--- config.mk ---
export PLATFORM = sky130hd
export DESIGN_NAME = fle_ccff_loader
export DESIGN_NICKNAME = d
export VERILOG_FILES = /design/src/rtl/fle_cfg_pkg.sv /design/src/rtl/fle_cfg_crc8.sv /design/src/rtl/fle_ccff_loader.sv
export SDC_FILE = /design/constraint.sdc
export NUM_CORES = 1
export LEC_CHECK = 0
export BUFFER_PORTS_ARGS = -buffer_cell sky130_fd_sc_hd__buf_4
export CORE_MARGIN = 10
export CORE_UTILIZATION = 53
export CTS_CLUSTER_SIZE = 40
export DETAILED_ROUTE_END_ITERATION = 7
export HOLD_SLACK_MARGIN = 0.05
export PLACE_DENSITY = 0.75
export SLEW_MARGIN = 0
export SYNTH_ARGS = -nofsm -noshare
export SYNTH_HDL_FRONTEND = slang
export SYNTH_SLANG_ARGS = --single-unit
--- constraint.sdc ---
create_clock -name prog_clk -period 3.46 [get_ports prog_clk]
set_clock_uncertainty 0.2 [all_clocks]
set_input_delay 0.173 -clock prog_clk [delete_from_list [all_inputs] [get_ports prog_clk]]
set_output_delay 0.173 -clock prog_clk [all_outputs]
set_load 0.02 [all_outputs]
--- src/rtl/fle_cfg_pkg.sv ---
// Shared definitions for the fle configuration-chain loader: FSM encodings and CRC-8 signature helpers.
package fle_cfg_pkg;

  typedef logic [1:0] cfg_state_t;

  localparam cfg_state_t ST_IDLE   = 2'd0;
  localparam cfg_state_t ST_LOAD   = 2'd1;
  localparam cfg_state_t ST_VERIFY = 2'd2;
  localparam cfg_state_t ST_DONE   = 2'd3;

  localparam logic [7:0] CRC8_POLY = 8'h07;
  localparam logic [7:0] CRC8_INIT = 8'hFF;

  // One MSB-first serial step of CRC-8 (x^8+x^2+x+1).
  function automatic logic [7:0] crc8_step(input logic [7:0] sig, input logic bit_in);
    logic fb;
    fb = sig[7] ^ bit_in;
    return {sig[6:0], 1'b0} ^ (fb ? CRC8_POLY : 8'h00);
  endfunction

endpackage

--- src/rtl/fle_cfg_crc8.sv ---
// Serial CRC-8 signature register; clr reloads the init value, en folds in one bit.
module fle_cfg_crc8
  import fle_cfg_pkg::*;
(
  input  logic       clk,
  input  logic       reset,
  input  logic       clr,
  input  logic       en,
  input  logic       bit_in,
  output logic [7:0] sig
);

  logic [7:0] sig_q;
  logic [7:0] sig_d;

  always_comb begin
    sig_d = sig_q;
    if (clr) begin
      sig_d = CRC8_INIT;
    end else if (en) begin
      sig_d = crc8_step(sig_q, bit_in);
    end
  end

  always_ff @(posedge clk or posedge reset) begin
    if (reset) begin
      sig_q <= CRC8_INIT;
    end else begin
      sig_q <= sig_d;
    end
  end

  assign sig = sig_q;

endmodule

--- src/rtl/fle_ccff_loader.sv ---
// Serialises valid/ready bitstream words into an fle ccff chain, then optionally recirculates the
// chain once to compare a CRC-8 of the tail stream against the CRC-8 of the loaded stream.
module fle_ccff_loader
  import fle_cfg_pkg::*;
#(
  parameter int unsigned CHAIN_LEN = 25,
  parameter int unsigned WORD_W    = 8,
  parameter bit          VERIFY_EN = 1'b1
) (
  input  logic              prog_clk,
  input  logic              prog_reset,
  input  logic              cfg_start,
  input  logic [WORD_W-1:0] cfg_data,
  input  logic              cfg_valid,
  output logic              cfg_ready,
  output logic              ccff_head,
  output logic              ccff_shift_en,
  input  logic              ccff_tail,
  output logic              cfg_busy,
  output logic              cfg_done,
  output logic              cfg_err
);

  localparam int unsigned CNT_W  = $clog2(CHAIN_LEN + 1);
  localparam int unsigned BUF_CW = $clog2(WORD_W + 1);

  cfg_state_t        state_q,   state_d;
  logic [CNT_W-1:0]  bit_cnt_q, bit_cnt_d;
  logic [CNT_W-1:0]  ver_cnt_q, ver_cnt_d;
  logic [WORD_W-1:0] buf_q,     buf_d;
  logic [BUF_CW-1:0] buf_cnt_q, buf_cnt_d;
  logic              done_q,    done_d;
  logic              err_q,     err_d;

  logic        sig_clr;
  logic        shift_load;
  logic        shift_verify;
  logic        transfer;
  logic [31:0] committed;
  logic [31:0] remain;
  logic [BUF_CW-1:0] take;
  logic [7:0]  load_sig;
  logic [7:0]  chk_sig;
  logic [7:0]  chk_final;

  assign shift_load   = (state_q == ST_LOAD) && (buf_cnt_q != '0);
  assign shift_verify = (state_q == ST_VERIFY);

  // Bits already consumed or sitting in the buffer; the next word only fills what is left of the chain.
  assign committed = 32'(bit_cnt_q) + 32'(buf_cnt_q);
  assign remain    = 32'(CHAIN_LEN) - committed;
  assign take      = (remain >= 32'(WORD_W)) ? BUF_CW'(WORD_W) : BUF_CW'(remain);

  assign cfg_ready = (state_q == ST_LOAD) && (buf_cnt_q <= BUF_CW'(1)) && (committed < 32'(CHAIN_LEN));
  assign transfer  = cfg_valid && cfg_ready;

  assign ccff_shift_en = shift_load || shift_verify;
  assign ccff_head     = shift_verify ? ccff_tail : (shift_load & buf_q[0]);
  assign cfg_busy      = (state_q == ST_LOAD) || (state_q == ST_VERIFY);
  assign cfg_done      = done_q;
  assign cfg_err       = err_q;

  // Signature including the tail bit being recirculated this cycle.
  assign chk_final = crc8_step(chk_sig, ccff_tail);

  always_comb begin
    state_d   = state_q;
    bit_cnt_d = bit_cnt_q;
    ver_cnt_d = ver_cnt_q;
    buf_d     = buf_q;
    buf_cnt_d = buf_cnt_q;
    done_d    = done_q;
    err_d     = err_q;
    sig_clr   = 1'b0;

    case (state_q)
      ST_IDLE, ST_DONE: begin
        if (cfg_start) begin
          state_d   = ST_LOAD;
          bit_cnt_d = '0;
          ver_cnt_d = '0;
          buf_cnt_d = '0;
          done_d    = 1'b0;
          err_d     = 1'b0;
          sig_clr   = 1'b1;
        end
      end
      ST_LOAD: begin
        if (shift_load) begin
          buf_d     = buf_q >> 1;
          buf_cnt_d = buf_cnt_q - BUF_CW'(1);
          bit_cnt_d = bit_cnt_q + CNT_W'(1);
        end
        // A word accepted while the last buffered bit shifts out replaces it with no bubble.
        if (transfer) begin
          buf_d     = cfg_data;
          buf_cnt_d = take;
        end
        if ((bit_cnt_d == CNT_W'(CHAIN_LEN)) && (buf_cnt_d == '0)) begin
          if (VERIFY_EN) begin
            state_d = ST_VERIFY;
          end else begin
            state_d = ST_DONE;
            done_d  = 1'b1;
            err_d   = 1'b0;
          end
        end
      end
      ST_VERIFY: begin
        ver_cnt_d = ver_cnt_q + CNT_W'(1);
        if (ver_cnt_d == CNT_W'(CHAIN_LEN)) begin
          state_d = ST_DONE;
          done_d  = 1'b1;
          err_d   = (chk_final != load_sig);
        end
      end
      default: begin
        state_d = ST_IDLE;
      end
    endcase
  end

  always_ff @(posedge prog_clk or posedge prog_reset) begin
    if (prog_reset) begin
      state_q   <= ST_IDLE;
      bit_cnt_q <= '0;
      ver_cnt_q <= '0;
      buf_q     <= '0;
      buf_cnt_q <= '0;
      done_q    <= 1'b0;
      err_q     <= 1'b0;
    end else begin
      state_q   <= state_d;
      bit_cnt_q <= bit_cnt_d;
      ver_cnt_q <= ver_cnt_d;
      buf_q     <= buf_d;
      buf_cnt_q <= buf_cnt_d;
      done_q    <= done_d;
      err_q     <= err_d;
    end
  end

  fle_cfg_crc8 u_load_sig (
    .clk    (prog_clk),
    .reset  (prog_reset),
    .clr    (sig_clr),
    .en     (shift_load),
    .bit_in (buf_q[0]),
    .sig    (load_sig)
  );

  fle_cfg_crc8 u_chk_sig (
    .clk    (prog_clk),
    .reset  (prog_reset),
    .clr    (sig_clr),
    .en     (shift_verify),
    .bit_in (ccff_tail),
    .sig    (chk_sig)
  );

endmodule

==> reports/qor.txt <==
nets - 374
worst path bufs/invs - 2
Data required, critical path - 3.45 ns
Worst setup endpoint - state_q[1]
post-synth cell types - 55
P_leak - 0.001509 uW
CTS Root Cell - clkbuf_8
Sink Count - 42
drt drc - 0
max cap viols - 0
total chip power - 2651 uW
initial drt markers - 173
commonest non-fill, non-tap cell in the layout - nand2_1
DR vias/cell - 5.692
Worst-Skew Late Latency - 0.29 ns
CP Capture Type - flip-flop
Placer Congestion - 0.9668
min Tclk post-route - 3.405 ns
Layout area overhead - 19.47%
endpoints failing setup - 0
Reg-to-Reg Start - buf_cnt_q[0]
status - complete, no violations
Die Width - 92.80 um
largest net degree at the start of global routing - 43
TritonCTS Buffers - 5
core area - 0.005140 mm2
critical path's largest stage delay - 0.39 ns
die area - 0.008612 mm2
ANT cells - 0
Setup crit start - buf_cnt_q[0]
Slowest-stage cell, CP - nor4b_4
WL/cell - 15.60 um
Post-synth EDFFs - 0
via count - 2368
# H-tree levels - 2
Post-synth ARST share - 100.0%
cells after synthesis - 305
Mapped Avg Cell Area - 9.210 um2
Final HPWL DP - 4503 um
io pins - 19
clock-pin transition on the worst setup and hold timing paths - 0.08 ns
#FFs+latches synth - 42
part of the cycle the worst path needs - 98.42%
drt total wl - 6491 um
GRT Total Usage - 15.14%
Max clock buf depth - 2
critical path's top delay family - compound AO/OA/AOI/OAI gates
most frequent cells in the layout - nand2_1 (50), buf_4 (37), dfrtp_1 (26)
share of cells above drive strength 1 - 21.39%
post-synthesis cell area - 0.002809 mm2
post-synthesis sequential area ratio - 38.13%
IO Port Bufs - 18
flop-to-flop setup slack - 0.05 ns
TNS Setup - 0 ns
fmax - 293.7 MHz
final hold vios - 0
Slew Viols, Final - 0
vias in the first global route - 2370
Worst Path Arrival - 3.40 ns
Crit path depth - 12
critical hold path startpoint - ccff_tail
Starting Density - 54.65%
Worst Max-Slew Pin Slew - 0.7223 ns
die span in y - 92.80 um
Power Dens Cells - 789.9 mW/mm2
worst r2r path cells - 12
FF-to-FF End - state_q[1]
global-route wire length before repair - 10920 um
total grt overflow - 0
relative slew slack - 51.75%
post-synth net total - 334
Crit Path Class - reg2reg
number of fill cells in the layout - 437
Hold/Removal Path Class - in2reg
largest fanout on the critical path - 4
worst vdd ir - 0.0004688 V
Worst setup SP type - flip-flop
initial antenna violation count - 0
Core Rows - 26
CTS tree - built
Synth Flop Type - dfrtp_1
synth warn - 0
Final ANT Viol Nets - 0
drt first pass iters - 4
crit path cell chain - ha_2 -> inv_2 -> fa_2 -> xor2_2 -> ha_2 -> inv_2 -> o221a_2 -> o221a_4 -> nor4b_4 -> o311ai_4 -> o311ai_4 -> mux2i_1
[cell usage after synthesis (2+ instances only)]
cell type  count  area share [%]
a211oi_1       3            0.80
a21o_1         5             1.3
a21oi_1        6             1.1
a22o_1         5             1.6
a32o_1         3             1.1
and3_1         2            0.45
and4_1         3            0.94
buf_1          3            0.40
buf_2          3            0.53
clkbuf_1       9             1.2
dfrtp_1       26              23
dfstp_2       16              15
ha_1          15             6.7
inv_1         14             1.9
mux2i_1       16             5.7
nand2_1       50             6.7
nand2b_1       8             1.8
nand3_1       12             2.1
nand3b_1       3            0.80
nand4_1        3            0.67
nor2_1        10             1.3
nor2b_1        3            0.67
nor3_1         6             1.1
nor4_1         4            0.89
o211ai_1       4             1.1
o21ai_0       23             4.1
o221a_2        2            0.80
o22ai_1        2            0.45
o41ai_1        2            0.62
or3_1          2            0.45
xnor2_1        9             2.8
xor2_1        10             3.1
[worst min-delay path, stage by stage]
cell and delay [ns]:
buf_4 0.09, xor2_1 0.14, mux2i_1 0.14, nand2_1 0.07
[routing by layer]
layer | share of wire, % | track usage (%) | up-vias
met4 | 1.3 | 4.242 | 0
met2 | 51 | 26.75 | 52
met1 | 44 | 18.15 | 1133
met3 | 3.9 | 2.906 | 8
met5 | 0 | 0 | -
li1 | - | - | 1175
[where the power goes]
group	leakage, uW	internal, uW	switching, uW
logic	0.000954	640	901
clock network	0.0000455	163	160
registers	0.000510	673	114
[stage by stage]
stage	cells	util [%]	setup slack, ns	area (um2)	hold slack, ns
2_1_floorplan	305	-	0.1429	2809	0.08984
3_3_place_gp	392	59.86	0.1410	3077	0.1449
3_5_place_dp	392	59.86	-0.0007976	3077	0.1489
4_1_cts	410	64.02	0.01203	3291	0.1348
5_1_grt	416	65.29	-0.04841	3356	0.1617
6_report	416	65.29	0.05476	3356	0.1363
[timing repair]
item,in CTS,in global routing
endpoints found under the hold margin,35,0
pin swaps,2,4
resized for setup,4,6
hold buffers,10,0
buffers inserted,0,6
setup endpoints to repair,2,4
[final cells by class]
type                       instances  area (um2)  area share, %
timing repair buffer              48       389.1          11.60
inverter                          14       52.55          1.566
clock buffer                       8       90.09          2.685
sequential                        42        1071          31.92
multi-input combinational        234        1665          49.63
tap                               70       87.58          2.610
[sequential cells by signal, indices dropped and copies added, names as in the netlist]
signal / cells
buf_cnt_q: 4
state_q: 2
u_load_sig.sig: 8
cfg_err: 1
buf_q: 8
bit_cnt_q: 5
u_chk_sig.sig: 8
ver_cnt_q: 5
cfg_done: 1
[logic make-up after synthesis]
| logic type | synth area share, % |
|---|---|
| and+or+nand+nor | 20.13 |
| muxes | 6.102 |
| buffers and inverters | 4.009 |
| adders and majority gates | 7.394 |
| AOI/OAI and AO/OA | 18.31 |
| DFF | 38.13 |
| xor gates and xnor gates | 5.924 |
[worst min path at each step]
stage | to | cells after the start
6_report | u_chk_sig.sig[0] | 4
5_1_grt | u_chk_sig.sig[0] | 4
4_1_cts | u_chk_sig.sig[0] | 4
3_5_place_dp | buf_q[7] | 3
3_3_place_gp | buf_q[7] | 3
2_1_floorplan | buf_q[0] | 2
Note: power is estimated with default switching activity, not from simulation.
